===== src/rtl/poly_small_keygen_ctrl.sv =====
// poly_small_keygen_ctrl
//   Drives one small-Gaussian sampler to produce the key polynomials f and then g. Each phase
//   streams n signed coefficients into key memory as (sel, addr, data) writes. The block
//   accumulates the coefficient parity of each polynomial and the joint squared norm of (f,g).
//   It rejects and restarts a pass as required, and pulses done once an accepted pair is stored.
//
// Ports
//   clk          rising-edge clock
//   rst          synchronous active-high reset
//   start        one-cycle request for a new (f,g) pair (ignored while busy)
//   abort        cancel the current run; overrides every transition
//   smp_ena      sampler enable (registered)
//   smp_f_valid  sampler coefficient strobe
//   smp_f        sampler coefficient, signed 8-bit
//   coef_we      key-memory write strobe
//   coef_sel     0 = f, 1 = g
//   coef_addr    coefficient index 0..n-1
//   coef_data    signed coefficient (registered copy of smp_f)
//   busy         high whenever not idle
//   done         one-cycle pulse when an accepted pair has been written
//   sq_norm      squared norm of the accepted pair, held from done until the next start
//   retries      rejections in the current run, saturating at 255
module poly_small_keygen_ctrl #(
  parameter int unsigned logn       = 9,
  parameter int unsigned NORM_BOUND = 16823
) (
  input  logic            clk,
  input  logic            rst,
  input  logic            start,
  input  logic            abort,
  output logic            smp_ena,
  input  logic            smp_f_valid,
  input  logic [7:0]      smp_f,
  output logic            coef_we,
  output logic            coef_sel,
  output logic [logn-1:0] coef_addr,
  output logic [7:0]      coef_data,
  output logic            busy,
  output logic            done,
  output logic [25:0]     sq_norm,
  output logic [7:0]      retries
);

  localparam logic [2:0] StIdle  = 3'd0;
  localparam logic [2:0] StSampF = 3'd1;
  localparam logic [2:0] StChkF  = 3'd2;
  localparam logic [2:0] StSampG = 3'd3;
  localparam logic [2:0] StChkG  = 3'd4;
  localparam logic [2:0] StDone  = 3'd5;

  localparam logic [logn-1:0] LastIdx = '1;
  localparam logic [25:0]     Bound   = 26'(NORM_BOUND);

  logic [2:0]      state_q, state_d;
  logic [logn-1:0] idx_q, idx_d;
  logic [25:0]     norm_q, norm_d;
  logic            parity_q, parity_d;
  logic [7:0]      retries_q, retries_d;
  logic            smp_ena_q, smp_ena_d;
  logic            coef_we_q, coef_we_d;
  logic            coef_sel_q, coef_sel_d;
  logic [logn-1:0] coef_addr_q, coef_addr_d;
  logic [7:0]      coef_data_q, coef_data_d;
  logic            done_q, done_d;
  logic [25:0]     sq_norm_q, sq_norm_d;

  // Square of a signed 8-bit value is at most 16384, so the low 16 bits are the exact magnitude.
  logic signed [15:0] f_ext;
  logic [15:0]        coef_sq;
  assign f_ext   = 16'($signed(smp_f));
  assign coef_sq = f_ext * f_ext;

  logic reject;

  always_comb begin
    state_d     = state_q;
    idx_d       = idx_q;
    norm_d      = norm_q;
    parity_d    = parity_q;
    retries_d   = retries_q;
    coef_we_d   = 1'b0;
    coef_sel_d  = coef_sel_q;
    coef_addr_d = coef_addr_q;
    coef_data_d = coef_data_q;
    done_d      = 1'b0;
    sq_norm_d   = sq_norm_q;
    reject      = 1'b0;

    case (state_q)
      StIdle: begin
        if (start && !abort) begin
          state_d   = StSampF;
          idx_d     = '0;
          norm_d    = '0;
          parity_d  = 1'b0;
          retries_d = '0;
          sq_norm_d = '0;
        end
      end
      StSampF, StSampG: begin
        if (smp_f_valid) begin
          coef_we_d   = 1'b1;
          coef_sel_d  = (state_q == StSampG);
          coef_addr_d = idx_q;
          coef_data_d = smp_f;
          norm_d      = norm_q + {10'd0, coef_sq};
          parity_d    = parity_q ^ smp_f[0];
          if (idx_q == LastIdx) begin
            idx_d   = '0;
            state_d = (state_q == StSampF) ? StChkF : StChkG;
          end else begin
            idx_d = idx_q + 1'b1;
          end
        end
      end
      StChkF: begin
        if (!parity_q) begin
          reject = 1'b1;
        end else begin
          // g parity is tracked separately; the norm keeps accumulating across both.
          state_d  = StSampG;
          parity_d = 1'b0;
        end
      end
      StChkG: begin
        if (!parity_q || (norm_q >= Bound)) begin
          reject = 1'b1;
        end else begin
          state_d = StDone;
        end
      end
      StDone: begin
        done_d    = 1'b1;
        sq_norm_d = norm_q;
        state_d   = StIdle;
      end
      default: state_d = StIdle;
    endcase

    // Any rejection redoes the pair from the first f coefficient.
    if (reject) begin
      state_d   = StSampF;
      norm_d    = '0;
      parity_d  = 1'b0;
      retries_d = (retries_q == 8'hFF) ? retries_q : retries_q + 8'd1;
    end

    if (abort) begin
      state_d   = StIdle;
      idx_d     = '0;
      coef_we_d = 1'b0;
      done_d    = 1'b0;
      sq_norm_d = sq_norm_q;
      retries_d = retries_q;
    end

    smp_ena_d = (state_d == StSampF) || (state_d == StSampG);
  end

  always_ff @(posedge clk) begin
    if (rst) begin
      state_q     <= StIdle;
      idx_q       <= '0;
      norm_q      <= '0;
      parity_q    <= 1'b0;
      retries_q   <= '0;
      smp_ena_q   <= 1'b0;
      coef_we_q   <= 1'b0;
      coef_sel_q  <= 1'b0;
      coef_addr_q <= '0;
      coef_data_q <= '0;
      done_q      <= 1'b0;
      sq_norm_q   <= '0;
    end else begin
      state_q     <= state_d;
      idx_q       <= idx_d;
      norm_q      <= norm_d;
      parity_q    <= parity_d;
      retries_q   <= retries_d;
      smp_ena_q   <= smp_ena_d;
      coef_we_q   <= coef_we_d;
      coef_sel_q  <= coef_sel_d;
      coef_addr_q <= coef_addr_d;
      coef_data_q <= coef_data_d;
      done_q      <= done_d;
      sq_norm_q   <= sq_norm_d;
    end
  end

  assign smp_ena   = smp_ena_q;
  assign coef_we   = coef_we_q;
  assign coef_sel  = coef_sel_q;
  assign coef_addr = coef_addr_q;
  assign coef_data = coef_data_q;
  assign busy      = (state_q != StIdle);
  assign done      = done_q;
  assign sq_norm   = sq_norm_q;
  assign retries   = retries_q;

endmodule


===== config.mk =====
export PLATFORM = sky130hd
export DESIGN_NAME = poly_small_keygen_ctrl
export DESIGN_NICKNAME = d
export VERILOG_FILES = /design/src/rtl/poly_small_keygen_ctrl.sv
export SDC_FILE = /design/constraint.sdc
export NUM_CORES = 1
export LEC_CHECK = 0
export BUFFER_PORTS_ARGS = -buffer_cell sky130_fd_sc_hd__buf_2
export CAP_MARGIN = 20
export CORE_MARGIN = 8
export CORE_UTILIZATION = 60
export CTS_CLUSTER_SIZE = 28
export DETAILED_ROUTE_END_ITERATION = 8
export GPL_TIMING_DRIVEN = 0
export HOLD_SLACK_MARGIN = 0.03
export PLACE_DENSITY_LB_ADDON = 0.08
export SYNTH_ARGS = -nofsm -noshare
export SYNTH_HDL_FRONTEND = slang
export SYNTH_SLANG_ARGS = --single-unit

===== constraint.sdc =====
create_clock -name clk -period 8.1 [get_ports clk]
set_clock_uncertainty 0.15 [all_clocks]
set_input_delay 1.62 -clock clk [delete_from_list [all_inputs] [get_ports clk]]
set_output_delay 1.62 -clock clk [all_outputs]
set_load 0.01 [all_outputs]

# ---- Yosys cells after proc, flatten, opt, wreduce, memory -nomap -nowiden
# Index checks and enable logic that the tools add are counted.
# W data, S select, Z words.
dict set report classes {
  n_eq_ne 12
  n_bitwise 3
  mux 29
  mul 1
  n_reduce_logical 21
  addsub 3
  order_cmp 1
}
# operator n
set op_table {}
lappend op_table {{$pmux W26 S2} 2}
lappend op_table {{$mux W26} 2}
lappend op_table {{$mux W8} 4}
lappend op_table {{$mux W9} 3}
lappend op_table {{$add A26 B16 Y26} 1}
lappend op_table {{$ge A26 B15 Y1 const B} 1}
lappend op_table {{$mux W3} 8}
lappend op_table {{$pmux W9 S2} 1}
lappend op_table {{$mul A8 B8 Y16} 1}
lappend op_table {{$pmux W3 S4} 1}
lappend op_table {{$add A9 B1 Y9 const B} 1}
lappend op_table {{$eq A3 B2 Y1 const B} 3}
lappend op_table {{$eq A9 B9 Y1 const B} 1}
lappend op_table {{$reduce_and A3 Y1} 3}
lappend op_table {{$add A8 B1 Y8 const B} 1}
lappend op_table {{$eq A8 B8 Y1 const B} 1}
lappend op_table {{$reduce_bool A2 Y1} 4}
lappend op_table {{$eq A3 B1 Y1 const B} 2}
lappend op_table {{$eq A3 B3 Y1 const B} 2}
lappend op_table {{$mux W1} 6}
lappend op_table {{$ne A2 B2 Y1 const B} 3}
lappend op_table {{$reduce_bool A3 Y1} 2}
lappend op_table {{$reduce_or A2 Y1} 3}
lappend op_table {{$reduce_and A4 Y1} 1}
lappend op_table {{10 further kinds} 13}
dict set report word_totals {
  output_inout_bits 56
  register_bits 94
  word_cells 82
}

# ---- Longest topological paths before layout
# Gate-level depths: netlist of run 1.
dict set report logic_depth {
  ltp_word 9
  mapped_depth 28
  mapped_depth_nobuf 27
}

# ---- Worst setup path before layout of run 1
# No wires, ideal clock.
dict set report synth_path {
  path_kind {input -> register}
  start {input port smp_f[6]}
  end {register norm_q[19]}
  setup_slack_ps 755
  path_buffers 1
  arrival_time_ps 7069
  cell_stages 25
  cell_sequence {clkbuf_1 inv_1 nor2_1 inv_1 fa_1 inv_1 fa_1 fa_1 inv_1 fa_1 inv_1 ha_1 o21ai_0 nand2b_1 o311a_1 a311o_1 a21o_1 a21oi_1 xnor2_1 ha_1 and3_1 a221oi_1 a21boi_0 xnor2_1 nor2_1}
}
dict set report synth_between {
  elab_chain_cells 4
}
# element line_no
set synth_rtl {}
lappend synth_rtl {{from (decl)} 33} ;# input logic [7:0] smp_f,
lappend synth_rtl {{$mul A8 B8 Y16} 71} ;# assign coef_sq = f_ext * f_ext;
lappend synth_rtl {{$add A26 B16 Y26} 106} ;# norm_d = norm_q + {10'd0, coef_sq};
lappend synth_rtl {{$mux W26} 101} ;# if (smp_f_valid) begin
lappend synth_rtl {{$pmux W26 S2} 89} ;# case (state_q)
lappend synth_rtl {{to (signal assigned)} 177} ;# norm_q <= norm_d;
lappend synth_rtl {{to (decl)} 56} ;# logic [25:0] norm_q, norm_d;
# Every way passes these cells. The select of a mux whose other input is x is not followed.
# A chain may end at the register's enable or synchronous reset.

# ---- Worst setup path in the final report of run 1
dict set report layout_path {
  start {input port smp_f[0]}
  end {register norm_q[19]}
}
# Same word-level chain as after synthesis.

==> results list, run 1 <==
- Status: finished, final reports clean
* Number of nets produced by synthesis: 907
* Leakage power: about 3.3 nW
- No sink is reached through more buffers than the 2 on the longest clock path.
- The repair_antennas step left the layout with diodes totalling 0.
* Number of pins with negative max-slew slack in the final report: 0
- Hold repair after CTS inserted 0 buffers.
- Across all hold checks on the routed design, the worst slack comes to around 0.31 ns.
- The tool flagged a number of max-cap violations equal to 0.
- CP Buf/Inv Count: 6
- Remaining Overflow, GRT: 0
- Clock insertion delay at the later pin of the skew report: around 0.38 ns
* Most area-hungry cell type in the Yosys netlist: sky130_fd_sc_hd__dfxtp_1
- Overall routed net length: between 15000 and 20000 µm
* Post-route clock period utilization: 93.1%
- In the final design database the tool counted roughly 980 nets.
- The number of different library cells used by synthesis comes to between 50 and 60.
- The synthesized design contains 0 enable-type register cells.
- Required time worst endpoint: between 8 and 9 ns
- Counting every sink on the clock net gives 94.
- Pin placement for this block handled 69 I/O pins.
- Clock tree from TritonCTS: done
* Count of state elements after synthesis: 94
* Via count of the first global-routing pass: 5750
* Overall die area: 14600 µm²
- RSZ-0062 raised after global routing: false
* FFs w/ async S/R, synth: 0%
- Yosys instantiated no cell more often than sky130_fd_sc_hd__nand2_1.
- Relative to the synthesized area, the layout overhead comes to 10.6%.
* Element type at the critical path end: register
- At the end of routability-driven placement, the weighted congestion stood at 0.897.
- In this run the tool buffered the top-level ports with 65 buffer cells.
* Global-route wire length before repair: ~27000 µm
* Cell Area, Synth: between 6000 and 7000 µm²
* Peak fanout along the critical path: 10
- Detailed Route Iter0 Violations: ~340
- Summing the sequential cell areas from Yosys gives 28.6% of the chip area.
- Across every metal layer, demand over resource in global routing totals 22.7%.
- The tree is rooted in a sky130_fd_sc_hd__clkbuf_8.
- At the pin with the least slew margin, the transition time is slightly above 1 ns.
- Setup violations remaining at the end of the flow were counted as 0.
* Synth Flop Type: sky130_fd_sc_hd__dfxtp_1
* Highest cell delay on the worst timing path: between 0.5 and 0.6 ns
* Die width: around 120 µm
* Per-cell routed wire length: between 15 and 20 µm
- Family of cells with the greatest summed delay on the critical path: compound AO/OA/AOI/OAI gates
- Hold Crit Class: register to register
* Number of DRC violations after detailed routing: 0
- Startpoint type of the worst setup path: input pin
- A synthesized cell averages approximately 8.2 µm².
- The commonest cells after synthesis are sky130_fd_sc_hd__nand2_1 (109), sky130_fd_sc_hd__dfxtp_1 (94), sky130_fd_sc_hd__inv_1 (84).
* Number of antenna violations at the first check in global routing: 0
- Cell with the largest stage delay on the worst path: sky130_fd_sc_hd__fa_1
- Subtracting the final worst setup slack from the clock period gives roughly 7.5 ns.
- In this run the remaining antenna-violating nets after routing total 0.
- For this run, the top clock speed supported by timing is approximately 130 MHz.
- Via Count: 5732
- Standard cell core area: 10800 µm²
* Total clock buffers created by CTS: 9
- Half-perimeter wire length of the detailed placement result: about 13000 µm
- VDD sags by at most between 0.1 and 0.15 mV.
- PwrDens: around 260 nW/µm²
* Number of H-tree levels: 3
- Dividing the detail-routed via count by the number of cells gives about 5.6.
* Quantity of gates resized following cts: 0
- STA puts the critical path data arrival time at between 7 and 8 ns.
* Final setup TNS: 0 ns
- Die outline height: between 100 and 150 µm
- Cells after synthesis: between 800 and 900
- Before antenna repair, the detailed router went through 5 iterations.
- Entering global routing, the biggest net connects 19 pins.
* Top cell type's share of synthesized area: between 20% and 30%
- Hold Violations, Final: 0
- Fraction of final layout cells sized beyond drive strength 1: between 10% and 20%
- In this run the post-CTS setup repair buffer count came out at 0.
* Headroom to the max-slew limit: between 20% and 30%
- Flop2flop setup slack: between 5 and 6 ns
- After synthesis, the cell types taking the most area are sky130_fd_sc_hd__dfxtp_1 (29%), sky130_fd_sc_hd__fa_1 (13%), sky130_fd_sc_hd__ha_1 (8.9%).
* Initial Util: 61.1%
- For this run, the share of the core covered by cells in the final layout is about two thirds.
- Clock transition at path regs: 0.10 ns
- The critical path is of the input pin to register type.
- During synthesis, Yosys emitted a total of 0 warnings.
* Total of fill cells in the finished design: between 900 and 1000
- The initialized floorplan defines 38 standard-cell rows.
-- state kept, by name, indices dropped and copies added (netlist names) --
| signal | count |
|---|---|
| coef_data | 8 |
| parity_q | 1 |
| coef_we | 1 |
| state_q | 3 |
| coef_sel | 1 |
| smp_ena | 1 |
| retries | 8 |
| coef_addr | 9 |
| sq_norm | 26 |
| norm_q | 26 |
| done | 1 |
| idx_q | 9 |
-- worst reg2reg max path, delay by kind of cell (launching register included) --
kind | cells | cell delay, ns
AO/OA/AOI/OAI | 1 | 0.94
buffers and inverters | 1 | 0.21
flip-flops | 1 | 0.31
multiplexers | 1 | 0.20
AND/OR/NAND/NOR | 5 | 1.10
-- metal layers --
layer  wire length [µm]  vias to the layer above  GRT usage, %
li1                   -                     2825             -
met1               6950                     2705          27.6
met2               7860                      165          39.5
met3                980                       37          4.48
met4                345                        0          7.34
met5                  0                        -             0
-- cell usage in the layout (no fill, tap or decap), types with 9 or more instances in the layout --
cell	count
sky130_fd_sc_hd__a22oi_1	13
sky130_fd_sc_hd__and2_1	13
sky130_fd_sc_hd__dfxtp_1	94
sky130_fd_sc_hd__inv_1	84
sky130_fd_sc_hd__clkbuf_8	9
sky130_fd_sc_hd__nor2_1	64
sky130_fd_sc_hd__a21oi_1	78
sky130_fd_sc_hd__buf_2	65
sky130_fd_sc_hd__nor3_1	10
sky130_fd_sc_hd__nand4_1	13
sky130_fd_sc_hd__ha_1	47
sky130_fd_sc_hd__xnor2_1	31
sky130_fd_sc_hd__o21ai_0	12
sky130_fd_sc_hd__fa_1	44
sky130_fd_sc_hd__a21o_1	13
sky130_fd_sc_hd__nand2_1	109
sky130_fd_sc_hd__nand3_1	38
sky130_fd_sc_hd__nor2b_1	9
sky130_fd_sc_hd__xor2_1	20
sky130_fd_sc_hd__clkbuf_1	34
-- area by class of cell --
type	instances	area [µm²]	share of cell area (%)
clock inverters	7	67.6	0.927
repair buffers	65	325	4.46
clock buffers	9	124	1.70
multi-input cells	589	4260	58.4
plain buffers	36	143	1.96
inverters	84	315	4.33
flip-flops and latches	94	1880	25.8
well taps	140	175	2.40
-- kinds of logic after synthesis --
kind of cell             after synthesis  share of synthesized area, %
AO/OA/AOI/OAI                        151                          14.3
XOR/XNOR                              51                          6.78
adder cells (fa/ha/maj)               91                          22.3
buffers and inverters                120                          6.95
flip-flops                            94                          28.6
multiplexers                           4                         0.646
AND/OR/NAND/NOR                      292                          20.5
-- stage by stage --
step | total power, mW | cells | setup slack [ns] | cell area, µm²
2_1_floorplan | 1.38 | 803 | 0.755 | 6590
3_3_place_gp | 1.55 | 1008 | 0.00333 | 7090
3_5_place_dp | 1.61 | 1008 | -0.0695 | 7090
4_1_cts | 1.91 | 1024 | 0.333 | 7280
5_1_grt | 2.09 | 1024 | 0.0159 | 7290
6_report | 1.92 | 1024 | 0.557 | 7290
-- path summary, 6_finish.rpt --
kind                            cells after the start          from      endpoint
worst max register to register                      8    state_q[1]    norm_q[24]
worst min-delay path                                2  coef_addr[4]  coef_addr[4]
worst min register to register                      2  coef_addr[4]  coef_addr[4]
worst max-delay path                               27      smp_f[0]    norm_q[19]
-- report_power, final --
part / switching, mW / internal (mW) / total [mW]
sequential: 0.00491 / 0.466 / 0.471
clock: 0.184 / 0.119 / 0.303
combinational: 0.679 / 0.467 / 1.15
Power figures use the tool's default switching activity.
==> run 2: changes to the inputs <==
--- a/config.mk
+++ b/config.mk
@@ -8,7 +8,7 @@
 export BUFFER_PORTS_ARGS = -buffer_cell sky130_fd_sc_hd__buf_2
 export CAP_MARGIN = 20
 export CORE_MARGIN = 8
-export CORE_UTILIZATION = 60
+export CORE_UTILIZATION = 65
 export CTS_CLUSTER_SIZE = 28
 export DETAILED_ROUTE_END_ITERATION = 8
 export GPL_TIMING_DRIVEN = 0
==> constraint.sdc (replaced) <==
create_clock -name clk -period 9.2 [get_ports clk]
set_clock_uncertainty 0.15 [all_clocks]
set_input_delay 1.84 -clock clk [delete_from_list [all_inputs] [get_ports clk]]
set_output_delay 1.84 -clock clk [all_outputs]
set_load 0.02 [all_outputs]
==> results list, run 2 (synthesis gave the netlist of run 1 again) <==
- Status: finished, final reports clean (unchanged).
* Tot GR Track Use: 24.6% (was 22.7%)
* Fraction of final layout cells sized beyond drive strength 1: 10.4% (was 10.7%)
* Per-cell routed wire length: 16.1 µm (was 15.8 µm)
- The critical path startpoint is smp_f[6] (was smp_f[0]).
- Signed area change from the synthesized netlist to the final layout: 10.7% (was 10.6%)
- Number of pins with negative max-slew slack in the final report: 0 (unchanged)
* Number of H-tree levels: 3 (unchanged)
- Clock transition at path regs: 0.09 ns (was 0.10 ns)
- Most frequent cells in the layout: sky130_fd_sc_hd__nand2_1 (109), sky130_fd_sc_hd__dfxtp_1 (94), sky130_fd_sc_hd__inv_1 (84) (unchanged).
* Hold-fix buffer count after cts: 0 (unchanged)
* Arrival time at the worst endpoint: 7.99 ns (was 7.66 ns)
- The TritonCTS clock tree is done (unchanged).
* Die width: 117 µm (was 121 µm)
* Startpoint of the worst-slack reg-to-reg timing path: norm_q[0] (was state_q[1])
* Number of cell rows: 36 (was 38)
- The power per cell area came to 236 nW/µm² (was 263 nW/µm²).
- Peak fanout along the critical path: 8 (was 10)
- The DRC violations left came to 0 (unchanged).
* Standard cell core area: 9820 µm² (was 10800 µm²)
- The final net count was 983 (unchanged).
- Headroom to the max-slew limit: 29.4% (was 29.7%)
- Global-route wire length before repair: 26500 µm (was 27100 µm)
* Post-route clock period utilization: 85.8%
* Antenna-violating nets left: 0 (unchanged)
- Half-perimeter wire length of the detailed placement result: 12900 µm (was 12700 µm)
- Max frequency: between 100 and 150 MHz
- The root buffer selected by CTS is sky130_fd_sc_hd__clkbuf_8 (unchanged).
- Clock insertion delay at the later pin of the skew report: 0.37 ns (was 0.38 ns)
* Detailed-route vias per instance: 5.68 (was 5.60)
- The worst-case hold slack is 0.305 ns (was 0.309 ns).
* Via Count: 5766 (was 5732)
* RSZ-0062 raised after global routing: false (unchanged)
- The initial antenna violation count was 0 (unchanged).
* Number of max-capacitance violations reported: 0 (unchanged)
- The DRC violation total after the first TritonRoute iteration was 352 (was 335).
- The startpoint of the most critical hold path was coef_addr[1] (was coef_addr[4]).
- The number of input and output port buffers inserted came to 65 (unchanged).
* Required time worst endpoint: 9.30 ns (was 8.21 ns)
* Most common cell after layout, fill and taps aside: sky130_fd_sc_hd__nand2_1 (unchanged)
- The global placement routability congestion was 0.896 (was 0.897).
- Clock buffer depth: 2 (unchanged)
* Total clock buffers created by CTS: 9 (unchanged)
* Element type at the critical path end: register (unchanged)
* Via count of the first global-routing pass: 5603 (was 5750)
- The post-cts gate resize count came to 0 (unchanged).
- Final setup TNS: 0 ns (unchanged)
- The number of hold violations in the final report is 0 (unchanged).
* Maximum number of pins on one net before global-route repair: 16 (was 19)
- The highest ir drop seen on vdd came to 0.140 mV (was 0.149 mV).
- The final setup violation count is 0 (unchanged).
* Hold Crit Class: register to register (unchanged)
- The starting density of the core came to 67.1% (was 61.1%).
* Io pins: 69 (unchanged)
- Remaining Overflow, GRT: 0 (unchanged)
- Number of clock sinks: 94 (unchanged)
* Number of search-and-repair iterations in the first detailed-routing pass: 5 (unchanged)
- The slew at the pin closest to its max-slew limit is 1.06 ns (was 1.03 ns).
- Kind of critical path: input pin to register (unchanged)
- The full die area was 13600 µm² (was 14600 µm²).
- The kind of launch point of the worst setup path is an input pin (unchanged).
- Post-CTS setup buffer count: 0 (unchanged)
- Counting I/O delays and the setup requirement, the final critical path takes between 7 and 8 ns.
* Antenna Diode Count: 0 (unchanged)
* Overall routed net length: 16300 µm (was 16100 µm)
- The overall die height is 117 µm (was 121 µm).
* Leakage power: 3.29 nW (about the same)
-- run 2: cell count changes in the layout (fill, tap and decap cells not counted), sizes merged --
cell	change
bufinv	+2
clkbuf	+1
clkinv	-2
inv	-2
-- run 2: layout make-up --
class,instances,area [µm²]
clock inverter,5,83.8
tap,133,166
sequential,94,1880
buffer,36,143
timing repair buffer,65,325
inverter,84,315
fill,796,2530
multi-input combinational,589,4250
clock buffer,10,128
-- run 2: path summary, 6_finish.rpt --
check | end | slack, ns | depth (start not counted)
max | norm_q[19] | 1.31 | 25
min | coef_addr[1] | 0.30 | 2
max reg2reg | norm_q[22] | 6.22 | 10
min reg2reg | coef_addr[1] | 0.30 | 2
-- run 2: metal layers --
metal,routed length (µm),global-route usage [%]
met2,8320,44.4
met1,6810,29.3
met4,285,8.19
met5,0,0
met3,900,3.46
-- run 2: through the flow --
step                instance area [µm²]  util (%)  power, mW  worst slack [ns]  std cells
floorplan                          6590         -       1.21              1.64        803
global placement                   7080      72.1       1.37              1.02       1001
detailed placement                 7080      72.1       1.41             0.975       1001
CTS                                7290      74.3       1.71              1.34       1016
global route                       7290      74.3       1.85             0.907       1016
finish                             7290      74.3       1.72              1.31       1016
-- run 2: report_power, final --
part	total, mW	switching, mW	internal, mW
Clock	0.301	0.148	0.153
Sequential	0.414	0.00445	0.410
Combinational	1.00	0.593	0.411
-- run 2: critical path: stages --
cell and delay (ns):
sky130_fd_sc_hd__clkbuf_1 0.33, sky130_fd_sc_hd__inv_1 0.20, sky130_fd_sc_hd__nor2_1 0.22, sky130_fd_sc_hd__inv_1 0.09, sky130_fd_sc_hd__fa_1 0.51, sky130_fd_sc_hd__inv_1 0.05, sky130_fd_sc_hd__fa_1 0.52, sky130_fd_sc_hd__fa_1 0.55
sky130_fd_sc_hd__inv_1 0.06, sky130_fd_sc_hd__fa_1 0.54, sky130_fd_sc_hd__inv_1 0.05, sky130_fd_sc_hd__ha_1 0.33, sky130_fd_sc_hd__o21ai_0 0.09, sky130_fd_sc_hd__nand2b_1 0.07, sky130_fd_sc_hd__o311a_1 0.14, sky130_fd_sc_hd__a311o_1 0.39
sky130_fd_sc_hd__a21o_1 0.19, sky130_fd_sc_hd__a21oi_1 0.17, sky130_fd_sc_hd__xnor2_1 0.18, sky130_fd_sc_hd__ha_1 0.32, sky130_fd_sc_hd__and3_1 0.18, sky130_fd_sc_hd__a221oi_1 0.53, sky130_fd_sc_hd__a21boi_0 0.22, sky130_fd_sc_hd__xnor2_1 0.17
sky130_fd_sc_hd__nor2_1 0.05
